<file path="src/rtl/digi_ota_array_if.sv">
// Bus bundle for digi_ota_array: global enable, per-channel input pairs,
// and the per-channel registered outputs.
//
// Signalling semantics: there is no valid/ready handshake on this bus.
// The inputs are level signals. vip/vin may change at any time with no
// relation to clk, and they are synchronized inside the slave. ena is
// sampled directly on each rising edge. out/oe/sat are registered levels
// that the slave updates only on rising edges or on reset.
interface digi_ota_array_if #(
  parameter int CHANNELS = 2
);
  logic                ena;
  logic [CHANNELS-1:0] vip;
  logic [CHANNELS-1:0] vin;
  logic [CHANNELS-1:0] out;
  logic [CHANNELS-1:0] oe;
  logic [CHANNELS-1:0] sat;

  modport master (
    output ena, vip, vin,
    input  out, oe, sat
  );

  modport slave (
    input  ena, vip, vin,
    output out, oe, sat
  );
endinterface

</file>
<file path="src/rtl/digi_ota_array.sv">
// digi_ota_array: multi-channel clocked digital OTA.
// Each channel synchronizes its vip/vin pair and integrates the
// differential drive into a saturating accumulator. The accumulator stands
// in for the load capacitor. A comparator turns the accumulator level into
// a logic output.
// Optional feature macro: DIGI_OTA_HYST_EN selects a hysteresis comparator
// with thresholds at 1/4 and 3/4 of full scale. When it is undefined, the
// comparator uses a single threshold at mid-scale.
module digi_ota_array #(
  parameter int CHANNELS = 2,
  parameter int ACC_W    = 4,
  parameter int STEP     = 1
) (
  input logic             clk,
  input logic             rst_n,
  digi_ota_array_if.slave bus
);

  // The extended-width copies let the sums be formed one bit wider than
  // the accumulator, so overflow and borrow are visible and never wrap.
  localparam logic [ACC_W:0]   MAX_X = (ACC_W+1)'((2**ACC_W) - 1);
  localparam logic [ACC_W:0]   STEP_X = (ACC_W+1)'(STEP);
  localparam logic [ACC_W-1:0] MAX_V = ACC_W'((2**ACC_W) - 1);
  localparam logic [ACC_W-1:0] RST_V = ACC_W'((2**(ACC_W-1)) - 1);
`ifdef DIGI_OTA_HYST_EN
  localparam logic [ACC_W-1:0] LO_V  = ACC_W'(2**(ACC_W-2));
  localparam logic [ACC_W-1:0] HI_V  = ACC_W'(3 * (2**(ACC_W-2)));
`else
  localparam logic [ACC_W-1:0] MID_V = ACC_W'(2**(ACC_W-1));
`endif

  logic [CHANNELS-1:0]            p_s1, p_s2, n_s1, n_s2;
  logic [CHANNELS-1:0][ACC_W-1:0] acc, acc_next;
  logic [CHANNELS-1:0][ACC_W:0]   up_sum, dn_sum;
  logic [CHANNELS-1:0]            out_q, oe_q, sat_q;
  logic [CHANNELS-1:0]            out_next, oe_next, sat_next;

  assign bus.out = out_q;
  assign bus.oe  = oe_q;
  assign bus.sat = sat_q;

  // Two-flop synchronizers for the asynchronous input pairs. These run
  // even while ena is low.
  always_ff @(posedge clk or negedge rst_n) begin
    if (!rst_n) begin
      p_s1 <= '0;
      p_s2 <= '0;
      n_s1 <= '0;
      n_s2 <= '0;
    end else begin
      p_s1 <= bus.vip;
      p_s2 <= p_s1;
      n_s1 <= bus.vin;
      n_s2 <= n_s1;
    end
  end

  // Next-state logic for each channel: saturating integration,
  // drive-enable, saturation flag and comparator.
  always_comb begin
    acc_next = acc;
    up_sum   = '0;
    dn_sum   = '0;
    oe_next  = '0;
    sat_next = '0;
    out_next = out_q;
    for (int ch = 0; ch < CHANNELS; ch++) begin
      up_sum[ch] = {1'b0, acc[ch]} + STEP_X;
      dn_sum[ch] = {1'b0, acc[ch]} - STEP_X;
      if (bus.ena && p_s2[ch] && !n_s2[ch]) begin
        acc_next[ch] = (up_sum[ch] > MAX_X) ? MAX_V : up_sum[ch][ACC_W-1:0];
      end else if (bus.ena && !p_s2[ch] && n_s2[ch]) begin
        // A set top bit means the subtraction borrowed, so clamp to zero.
        acc_next[ch] = dn_sum[ch][ACC_W] ? '0 : dn_sum[ch][ACC_W-1:0];
      end
      oe_next[ch]  = bus.ena & (p_s2[ch] ^ n_s2[ch]);
      sat_next[ch] = (acc_next[ch] == '0) || (acc_next[ch] == MAX_V);
      if (bus.ena) begin
`ifdef DIGI_OTA_HYST_EN
        if (acc_next[ch] >= HI_V) begin
          out_next[ch] = 1'b1;
        end else if (acc_next[ch] <= LO_V) begin
          out_next[ch] = 1'b0;
        end
`else
        out_next[ch] = (acc_next[ch] >= MID_V);
`endif
      end
    end
  end

  // Accumulator and output registers. They update together, so out has
  // the same latency as acc.
  always_ff @(posedge clk or negedge rst_n) begin
    if (!rst_n) begin
      acc   <= {CHANNELS{RST_V}};
      out_q <= '0;
      oe_q  <= '0;
      sat_q <= '0;
    end else begin
      acc   <= acc_next;
      out_q <= out_next;
      oe_q  <= oe_next;
      sat_q <= sat_next;
    end
  end

endmodule

</file>
<file path="src/flat_wrapper.sv">
// flat-port wrapper written by rule: the top's interface ports become plain ports
module digi_ota_array_flat 
#(
  parameter int CHANNELS = 2,
  parameter int ACC_W    = 4,
  parameter int STEP     = 1
)
  (clk, rst_n, bus_ena, bus_vip, bus_vin, bus_out, bus_oe, bus_sat);
  digi_ota_array_if #(.CHANNELS(CHANNELS)) bus_i ();
  input logic clk;
  input logic rst_n;
  input wire logic [$bits(bus_i.ena)-1:0] bus_ena;
  input wire logic [$bits(bus_i.vip)-1:0] bus_vip;
  input wire logic [$bits(bus_i.vin)-1:0] bus_vin;
  output wire logic [$bits(bus_i.out)-1:0] bus_out;
  output wire logic [$bits(bus_i.oe)-1:0] bus_oe;
  output wire logic [$bits(bus_i.sat)-1:0] bus_sat;
  assign bus_i.ena = bus_ena;
  assign bus_i.vip = bus_vip;
  assign bus_i.vin = bus_vin;
  assign bus_out = bus_i.out;
  assign bus_oe = bus_i.oe;
  assign bus_sat = bus_i.sat;
  digi_ota_array #(.CHANNELS(CHANNELS), .ACC_W(ACC_W), .STEP(STEP)) u_core (.clk(clk), .rst_n(rst_n), .bus(bus_i));
endmodule
</file>
<file path="config.mk">
export PLATFORM = sky130hd
export DESIGN_NAME = digi_ota_array_flat
export DESIGN_NICKNAME = d
export VERILOG_FILES = /design/src/rtl/digi_ota_array_if.sv /design/src/rtl/digi_ota_array.sv /design/src/flat_wrapper.sv
export SDC_FILE = /design/constraint.sdc
export NUM_CORES = 1
export LEC_CHECK = 0
export CAP_MARGIN = 10
export CORE_UTILIZATION = 40
export DETAILED_ROUTE_END_ITERATION = 10
export PLACE_DENSITY = 0.7
export SKIP_CTS_REPAIR_TIMING = 1
export SKIP_LAST_GASP = 1
export SLEW_MARGIN = 20
export SYNTH_ARGS = -nofsm -noshare
export SYNTH_HDL_FRONTEND = slang
export SYNTH_SLANG_ARGS = --single-unit
</file>
<file path="constraint.sdc">
create_clock -name clk -period 1.8 [get_ports clk]
set_clock_uncertainty 0.15 [all_clocks]
set_input_delay 0.18 -clock clk [delete_from_list [all_inputs] [get_ports clk]]
set_output_delay 0.18 -clock clk [all_outputs]
set_load 0.02 [all_outputs]
</file>
## Yosys cells after proc, flatten, opt, wreduce, memory -nomap -nowiden

Index checks and enable logic that the tools add are counted.

- $add $sub $neg: 4
- Magnitude comparators: 4
- Equal/unequal tests: 2
- Muxes and demuxes: 8
- Bitwise logic cells: 4
- Reductions and logical operators: 16

Operators by type and width:

| operator | count |
|---|---|
| 4-bit two-way mux | 8 |
| 4-bit by 1-bit adder with 5-bit output, second input constant | 2 |
| 5-bit by 4-bit greater-than comparator with 1-bit output, second input constant | 2 |
| 4-bit by 1-bit subtractor with 5-bit output, second input constant | 2 |
| 4-bit == test, second input constant | 2 |
| 4-bit greater-or-equal comparator, second input constant | 2 |
| 1-bit logical AND | 8 |
| 4-bit zero test | 2 |
| 1-bit zero test | 4 |
| 1-bit AND | 2 |
| 1-bit logical OR | 2 |
| 1-bit XOR | 2 |

- Flip-flop bits (word level): 22
- Bits of input ports: 7
- Output and inout bits: 6
- Word-level logic and storage cells: 47

## Logic depth before layout (Yosys ltp)

Gate-level depths: netlist of the first run.

- Depth after elaboration: 7
- Gate-level depth with buffers: 7
- Gate-level depth less buffers: 7

## Worst setup path after synthesis of the first run

Ideal clock, no wire load.

- Path type: reg-to-reg
- Start point: reg u_core.acc[4] (netlist bit)
- End point: reg u_core.sat_q[1], in the netlist u_core.bus.sat[1]
- Library setup time: 0.079 ns
- Arrival time: 1.643 ns
- Required time: 1.571 ns
- Slack: -0.073 ns
- Cell stages (with the launch flop): 8
- Path buffers: 0
- Period minus slack after synthesis: 1.873 ns
- Cells stage by stage: dfstp_2 > inv_1 > ha_1 > nor3b_2 > a21oi_1 > a311oi_1 > a31oi_1 > mux2i_1

RTL lines:

| item | RTL line | source |
|---|---|---|
| start: declaration | digi_ota_array.sv:33 | `logic [CHANNELS-1:0][ACC_W-1:0] acc, acc_next;` |
| start signal: assignment | digi_ota_array.sv:96 | `acc <= {CHANNELS{RST_V}};` |
| start signal: assignment | digi_ota_array.sv:101 | `acc <= acc_next;` |
| end signal: assignment | digi_ota_array.sv:104 | `sat_q <= sat_next;` |
| end: declaration | digi_ota_array.sv:35 | `logic [CHANNELS-1:0] out_q, oe_q, sat_q;` |

==> out/results.ini, run 1 <==
[run_status]
status = finished, violations left
failed_checks = negative setup slack

[timing]
fin_crit_sh_pct = 109.8
rsz0062_at_grt = true
totalNegativeSetupSlack_ns = -0.4900
layout_min_cycle_time_ns = 1.976
final.hold.worst_slack_ns = 0.05202
slew_viol_final = 0
setup_viol_count_final = 5
post-route-worst-setup-slack_ns = -0.1765
max_slew_margin_pct = 78.71
worstMarginPinSlew_ns = 0.3188
final_hold_viol_count = 0
highest_achievable_clock_rate_ghz = 0.5059

[synth]
synth-xor-area-share_pct = 0
synth.area.mux_share_pct = 5.774
synth_area_per_cell_sq_um = 11.41
synth_compound_gate_area_share_pct = 14.67
post_synth_fa_ha_maj_area_fraction_pct = 4.619
dominant_combinational_cell_family_by_area_after_synthesis = simple AND/OR/NAND/NOR gates
synthesis.area_sq_um = 1084
synth.yosys.seq_area_share_pct = 51.50
netlist-cell-type-count = 34
postSynthRegisterBits = 22
synth-edff-count = 0
synth_async_sr_flop_share_pct = 100.0
synth_warnings = 0
post_synth_and_or_nand_nor_area_fraction_pct = 19.28
synth_nets = 106
synthesis.instances = 95
dominantRegCellSynth = sky130_fd_sc_hd__dfrtp_1

[die]
start_util_pct = 42.96
io_pins = 13
placementRows = 18
fp.dieArea_sq_um = 2921
die_y_microns = 54.05
die_w_microns = 54.05
coreArea_sq_um = 2522

[detailed_routing]
routed-via-count = 916
avgViaCountPerCell = 5.725
routed_wl_mm = 2.413
drtIter0Drc = 28
final_antenna_net_count = 0
drt_pass1_iterations = 4
wl_per_cell_microns = 15.08
drc = 0

[pwr]
leakage_nw = 0.6676
total_power_w = 0.002303
seq_power_share_pct = 36.3
power_density_over_the_cells_nw_per_um2 = 1486
worst_vdd_rail_ir_drop_uv = 1033
internal_pwr_total_w = 0.001497
power.clock.fraction_pct = 16.3
pwr-share-comb_pct = 47.4
net-switching-power_w = 0.0008065
power_switching_share_pct = 35.01

[clocking]
clock-sinks = 22
cts_tree = built
clockRootBuffer = sky130_fd_sc_hd__clkbuf_4
cts.path.max_buffers = 2
cts_htree_levels = 1
clk_transition_reported_paths_ns = 0.13
clock_latency_ns = 0.30
tritoncts.num_buffers = 3

[cells_and_area]
layout.nets = 142
n_antenna_cell = 0
seq_area_sq_um = 558.0
top_library_cells_by_usage_in_the_layout_fill_and_taps_aside = sky130_fd_sc_hd__buf_4 (18), sky130_fd_sc_hd__dfrtp_1 (16), sky130_fd_sc_hd__clkdlybuf4s50_1 (11)
layout-drive-gt1-share_pct = 45.38
area_growth_syn_to_layout_pct = 43.07
fillers = 190
area_used_by_multi_input_combinational_logic_sq_um = 588.1
layout.cells.most_common = sky130_fd_sc_hd__buf_4

[worst_setup_path]
critical_path_endpoint_category = register
slowest_delay_ns = 0.59
rrSetupSlack_ns = -0.18
worstPathMaxFanout = 3
path_buf_inv = 2
setup.worst_path.class = reg -> reg
rr_startpoint = u_core.acc[1]$_DFF_PN1_
crit_slowest_cell = sky130_fd_sc_hd__dfstp_2
r2r_end = u_core.bus.out[0]$_DFFE_PN0P_
arrival_ns = 2.03
crit_path_start_kind = register
worstRegToRegCells = 7
critical_path_cell_sequence = buf_6, buf_6, nand3_1, nor3b_1, a21oi_1, o22a_1, mux2_2
path_common_cell = sky130_fd_sc_hd__buf_6
timing.critical_path.max_delay_family = flip-flops
timing.critical_path.required_ns = 1.86

[grt]
grt_start_max_net_pins = 23
grt_first_pass_wirelength_mm = 3.312
grt_pass1_vias = 760
global_router_s_overall_resource_usage_pct = 16.20
globalRouteOverflowTotal = 0
number_of_antenna_violations_at_the_first_check_in_global_routing = 0

[worst_hold_path]
min-delay-path-class = in -> async

[placed_design]
place_ws_ns = -0.3775
detailedPlacementHpwl_mm = 1.659
port_buffers = 12
placer_congestion = 0.8205

[job]
maxCapViolCount = 0

## Yosys cell counts (all sizes together), types with 2 or more instances
library cell,number,area (sq um)
nor3b,4,35.03
and3b,4,37.54
o21ai,5,25.02
mux2,2,22.52
a21oi,2,10.01
or3,2,12.51
dfrtp,16,400.4
a32oi,2,17.52
buf,2,22.52
nor3,2,10.01
nand2,7,26.28
a32o,2,20.02
ha,4,50.05
nand3,8,40.04
inv,6,22.52
nand3b,4,30.03
dfstp,6,157.7
mux2i,4,40.04
## per-stage QoR
step / instances / area [sq um] / utilization [%]
2_1_floorplan: 95 / 1091 / -
3_3_place_gp: 152 / 1354 / 53.67
3_5_place_dp: 152 / 1354 / 53.67
4_1_cts: 156 / 1406 / 55.75
5_1_grt: 160 / 1550 / 61.46
6_report: 160 / 1550 / 61.46
## power by group through the flow
stage	sequential, W	clock, W	combinational [W]
6_report	0.000836	0.000376	0.00109
3_5_place_dp	0.000806	0	0.000858
2_1_floorplan	0.000851	0	0.000401
5_1_grt	0.000856	0.000399	0.00116
4_1_cts	0.000796	0.000386	0.000862
3_3_place_gp	0.000799	0	0.000819
## layout make-up
type,instances,area share (%)
multi-input combinational,65,37.93
sequential,22,36.00
timing repair buffer,33,18.81
tap,30,2.421
clock inverter,1,1.937
clock buffer,3,1.453
inverter,6,1.453
## metal layers
layer	track usage, %	wire length, microns
met5	0	0
met4	3.846	31
met3	3.672	121
met2	25.31	1146
met1	22.74	1114
## logic make-up (layout without fill, tap and decap cells)
kind of cell             count (synthesis)  count (layout)
multiplexers                             6               6
flip-flops                              22              22
adder cells (fa/ha/maj)                  4               4
AND/OR/NAND/NOR                         34              34
buffers and inverters                    8              43
AO/OA/AOI/OAI                           21              21
## registers in the layout, summed over array words and instances (netlist names)
register,count
u_core.bus.oe,2
u_core.n_s1,2
u_core.n_s2,2
u_core.bus.out,2
u_core.bus.sat,2
u_core.p_s2,2
u_core.acc,8
u_core.p_s1,2
## worst max path at each step
stage / from / to / depth (start not counted)
2_1_floorplan: u_core.acc[4]$_DFF_PN1_ / u_core.bus.sat[1]$_DFF_PN0_ / 7
3_3_place_gp: bus_ena / u_core.bus.out[1]$_DFFE_PN0P_ / 6
3_5_place_dp: bus_ena / u_core.bus.sat[1]$_DFF_PN0_ / 6
4_1_cts: u_core.acc[1]$_DFF_PN1_ / u_core.bus.sat[0]$_DFF_PN0_ / 8
5_1_grt: u_core.acc[1]$_DFF_PN1_ / u_core.bus.sat[0]$_DFF_PN0_ / 6
6_report: u_core.acc[1]$_DFF_PN1_ / u_core.bus.out[0]$_DFFE_PN0P_ / 7
No activity file was read; power rests on OpenSTA's default activity.
==> run 2, diff against run 1 <==
Settings changed: CTS_CLUSTER_DIAMETER from default to 200.
==> results of run 2 <==
Same layout as run 1: the final DEF is identical, and so are final timing and power.
==> run 3, diff against run 2 <==
Settings changed: MAX_ROUTING_LAYER from default to met4, PLACE_DENSITY 0.7 to 0.67.
Clock period 1.8 ns to 2.28 ns, I/O delays scaled along.
==> run 3 against run 2 <==
  * First-iteration DRC count down 46%
  * Non-clock buffer count down 19
  * The flow now finishes without violations
  * Final cell count down 12%
  * Worst hold slack better by 0.071 ns
  * Total power down 41%
  * Wire length fell by 21%
  * Via count is 12% lower
  * Critical path type unchanged
  * Clock power decreased by 47%
  * Sequential cell count is the same
  * Design area shrank 18%
  * Die area unchanged
==> out/results.ini, run 3 (same netlist as run 1, synthesis figures left out) <==
[timing]
final_hold_viol_count = 0
highest_achievable_clock_rate_ghz = 0.4727
final.hold.worst_slack_ns = 0.1227
max_slew_margin_pct = 74.12
rsz0062_at_grt = false
post-route-worst-setup-slack_ns = 0.1643
slew_viol_final = 0
setup_viol_count_final = 0
worstMarginPinSlew_ns = 0.3874
fin_crit_sh_pct = 92.79
layout_min_cycle_time_ns = 2.116

[grt]
grt_pass1_vias = 733
grt_start_max_net_pins = 23
global_router_s_overall_resource_usage_pct = 16.60
globalRouteOverflowTotal = 0
number_of_antenna_violations_at_the_first_check_in_global_routing = 0
grt_first_pass_wirelength_mm = 3.415

[run_status]
status = complete, no violations

[cells_and_area]
layout.cells.most_common = sky130_fd_sc_hd__dfrtp_1
area_growth_syn_to_layout_pct = 17.21
largest_register_ffs = 8
n_antenna_cell = 0
fillers = 233
top_library_cells_by_usage_in_the_layout_fill_and_taps_aside = sky130_fd_sc_hd__dfrtp_1 (16), sky130_fd_sc_hd__clkdlybuf4s50_1 (12), sky130_fd_sc_hd__nand3_1 (8)
layout-drive-gt1-share_pct = 17.12
layout.nets = 123
regMostFlops = u_core.acc

[detailed_routing]
wl_per_cell_microns = 13.48
final_antenna_net_count = 0
routed_wl_mm = 1.901
drt_pass1_iterations = 4
drc = 0
routed-via-count = 810
drtIter0Drc = 15
avgViaCountPerCell = 5.745

[worst_setup_path]
arrival_ns = 2.18
rrSetupSlack_ns = 0.16
rr_startpoint = u_core.acc[4]$_DFF_PN1_
setup.worst_path.class = reg -> reg
critical_path_endpoint_category = register
worstRegToRegCells = 7
critPathLaunch = u_core.acc[4]$_DFF_PN1_
worstPathMaxFanout = 6
timing.critical_path.required_ns = 2.35
crit_path_start_kind = register
r2r_end = u_core.bus.sat[1]$_DFF_PN0_

[die]
fp.dieArea_sq_um = 2921
die_w_microns = 54.05
die_y_microns = 54.05
coreArea_sq_um = 2522
placementRows = 18
start_util_pct = 42.96
io_pins = 13

[pwr]
worst_vdd_rail_ir_drop_uv = 639.2
leakage_nw = 0.5439
power_density_over_the_cells_nw_per_um2 = 1073

[clocking]
cts_htree_levels = 1
clk_transition_reported_paths_ns = 0.11
clock-sinks = 22
tritoncts.num_buffers = 3
cts_tree = built
cts.path.max_buffers = 2
clockRootBuffer = sky130_fd_sc_hd__clkbuf_4
clock_latency_ns = 0.29

[placed_design]
placer_congestion = 0.9502
place_ws_ns = -0.02275
port_buffers = 12
detailedPlacementHpwl_mm = 1.475

[job]
maxCapViolCount = 0

[worst_hold_path]
min-delay-path-class = in -> async

==> run 3: cell types whose count changed in the layout (fill, tap and decap cells not counted), moves of 2 or more <==
| cell | before | now |
|---|---|---|
| sky130_fd_sc_hd__buf_6 | 3 | 0 |
| sky130_fd_sc_hd__inv_1 | 2 | 6 |
| sky130_fd_sc_hd__buf_4 | 18 | 2 |
| sky130_fd_sc_hd__inv_2 | 4 | 0 |
| sky130_fd_sc_hd__ha_4 | 2 | 0 |
| sky130_fd_sc_hd__nor3b_4 | 2 | 0 |
| sky130_fd_sc_hd__nand3_2 | 2 | 0 |
| sky130_fd_sc_hd__ha_2 | 2 | 0 |
| sky130_fd_sc_hd__ha_1 | 0 | 4 |
| sky130_fd_sc_hd__nand3_1 | 6 | 8 |
==> run 3: metal layers <==
layer	global-route usage, %	vias up	wire length [microns]
li1	-	390	-
met2	22.43	25	845
met4	6.410	0	8
met5	-	-	0
met3	3.107	2	109
met1	24.25	393	937
==> run 3: worst max path at each step <==
stage,to,cells past startpoint
after floorplan,u_core.bus.sat[1]$_DFF_PN0_,7
after global placement,u_core.bus.out[1]$_DFFE_PN0P_,6
after detailed placement,u_core.bus.out[1]$_DFFE_PN0P_,6
after CTS,u_core.bus.sat[1]$_DFF_PN0_,7
after global routing,u_core.bus.sat[1]$_DFF_PN0_,7
final,u_core.bus.sat[1]$_DFF_PN0_,7
==> run 3: per-stage QoR <==
| step | total power [W] | std cells | instance area (sq um) | setup TNS [ns] | util [%] |
|---|---|---|---|---|---|
| detailed placement | 0.001165 | 137 | 1234 | -0.02275 | 48.91 |
| floorplan | 0.0009819 | 95 | 1084 | 0 | - |
| CTS | 0.001371 | 141 | 1270 | 0 | 50.35 |
| global placement | 0.001164 | 137 | 1234 | 0 | 48.91 |
| finish | 0.001363 | 141 | 1270 | 0 | 50.35 |
| global route | 0.001477 | 141 | 1270 | 0 | 50.35 |
==> run 3: report_power, final <==
part,total (W),internal [W],leakage [nW],switching [W]
Sequential,0.000654,0.000534,0.255,0.000120
Combinational,0.000510,0.000245,0.267,0.000265
Clock,0.000199,0.0000972,0.0210,0.000102
Total,0.00136,0.000876,0.544,0.000487
==> run 3: layout make-up <==
cell class                 instances  area, sq um  area share, %
timing repair buffer              14        135.1          10.64
inverter                           6        22.52          1.773
tap                               30        37.54          2.956
multi-input combinational         65        480.5          37.83
clock buffer                       4        36.28          2.857
sequential                        22        558.0          43.94
==> run 3: worst max-delay path, cell delays in order, from the launching register on <==
cell	delay [ns]
sky130_fd_sc_hd__dfstp_2	0.59
sky130_fd_sc_hd__inv_1	0.05
sky130_fd_sc_hd__ha_1	0.22
sky130_fd_sc_hd__nor3b_2	0.18
sky130_fd_sc_hd__a21oi_1	0.19
sky130_fd_sc_hd__a311oi_1	0.11
sky130_fd_sc_hd__a31oi_1	0.31
sky130_fd_sc_hd__mux2i_1	0.24
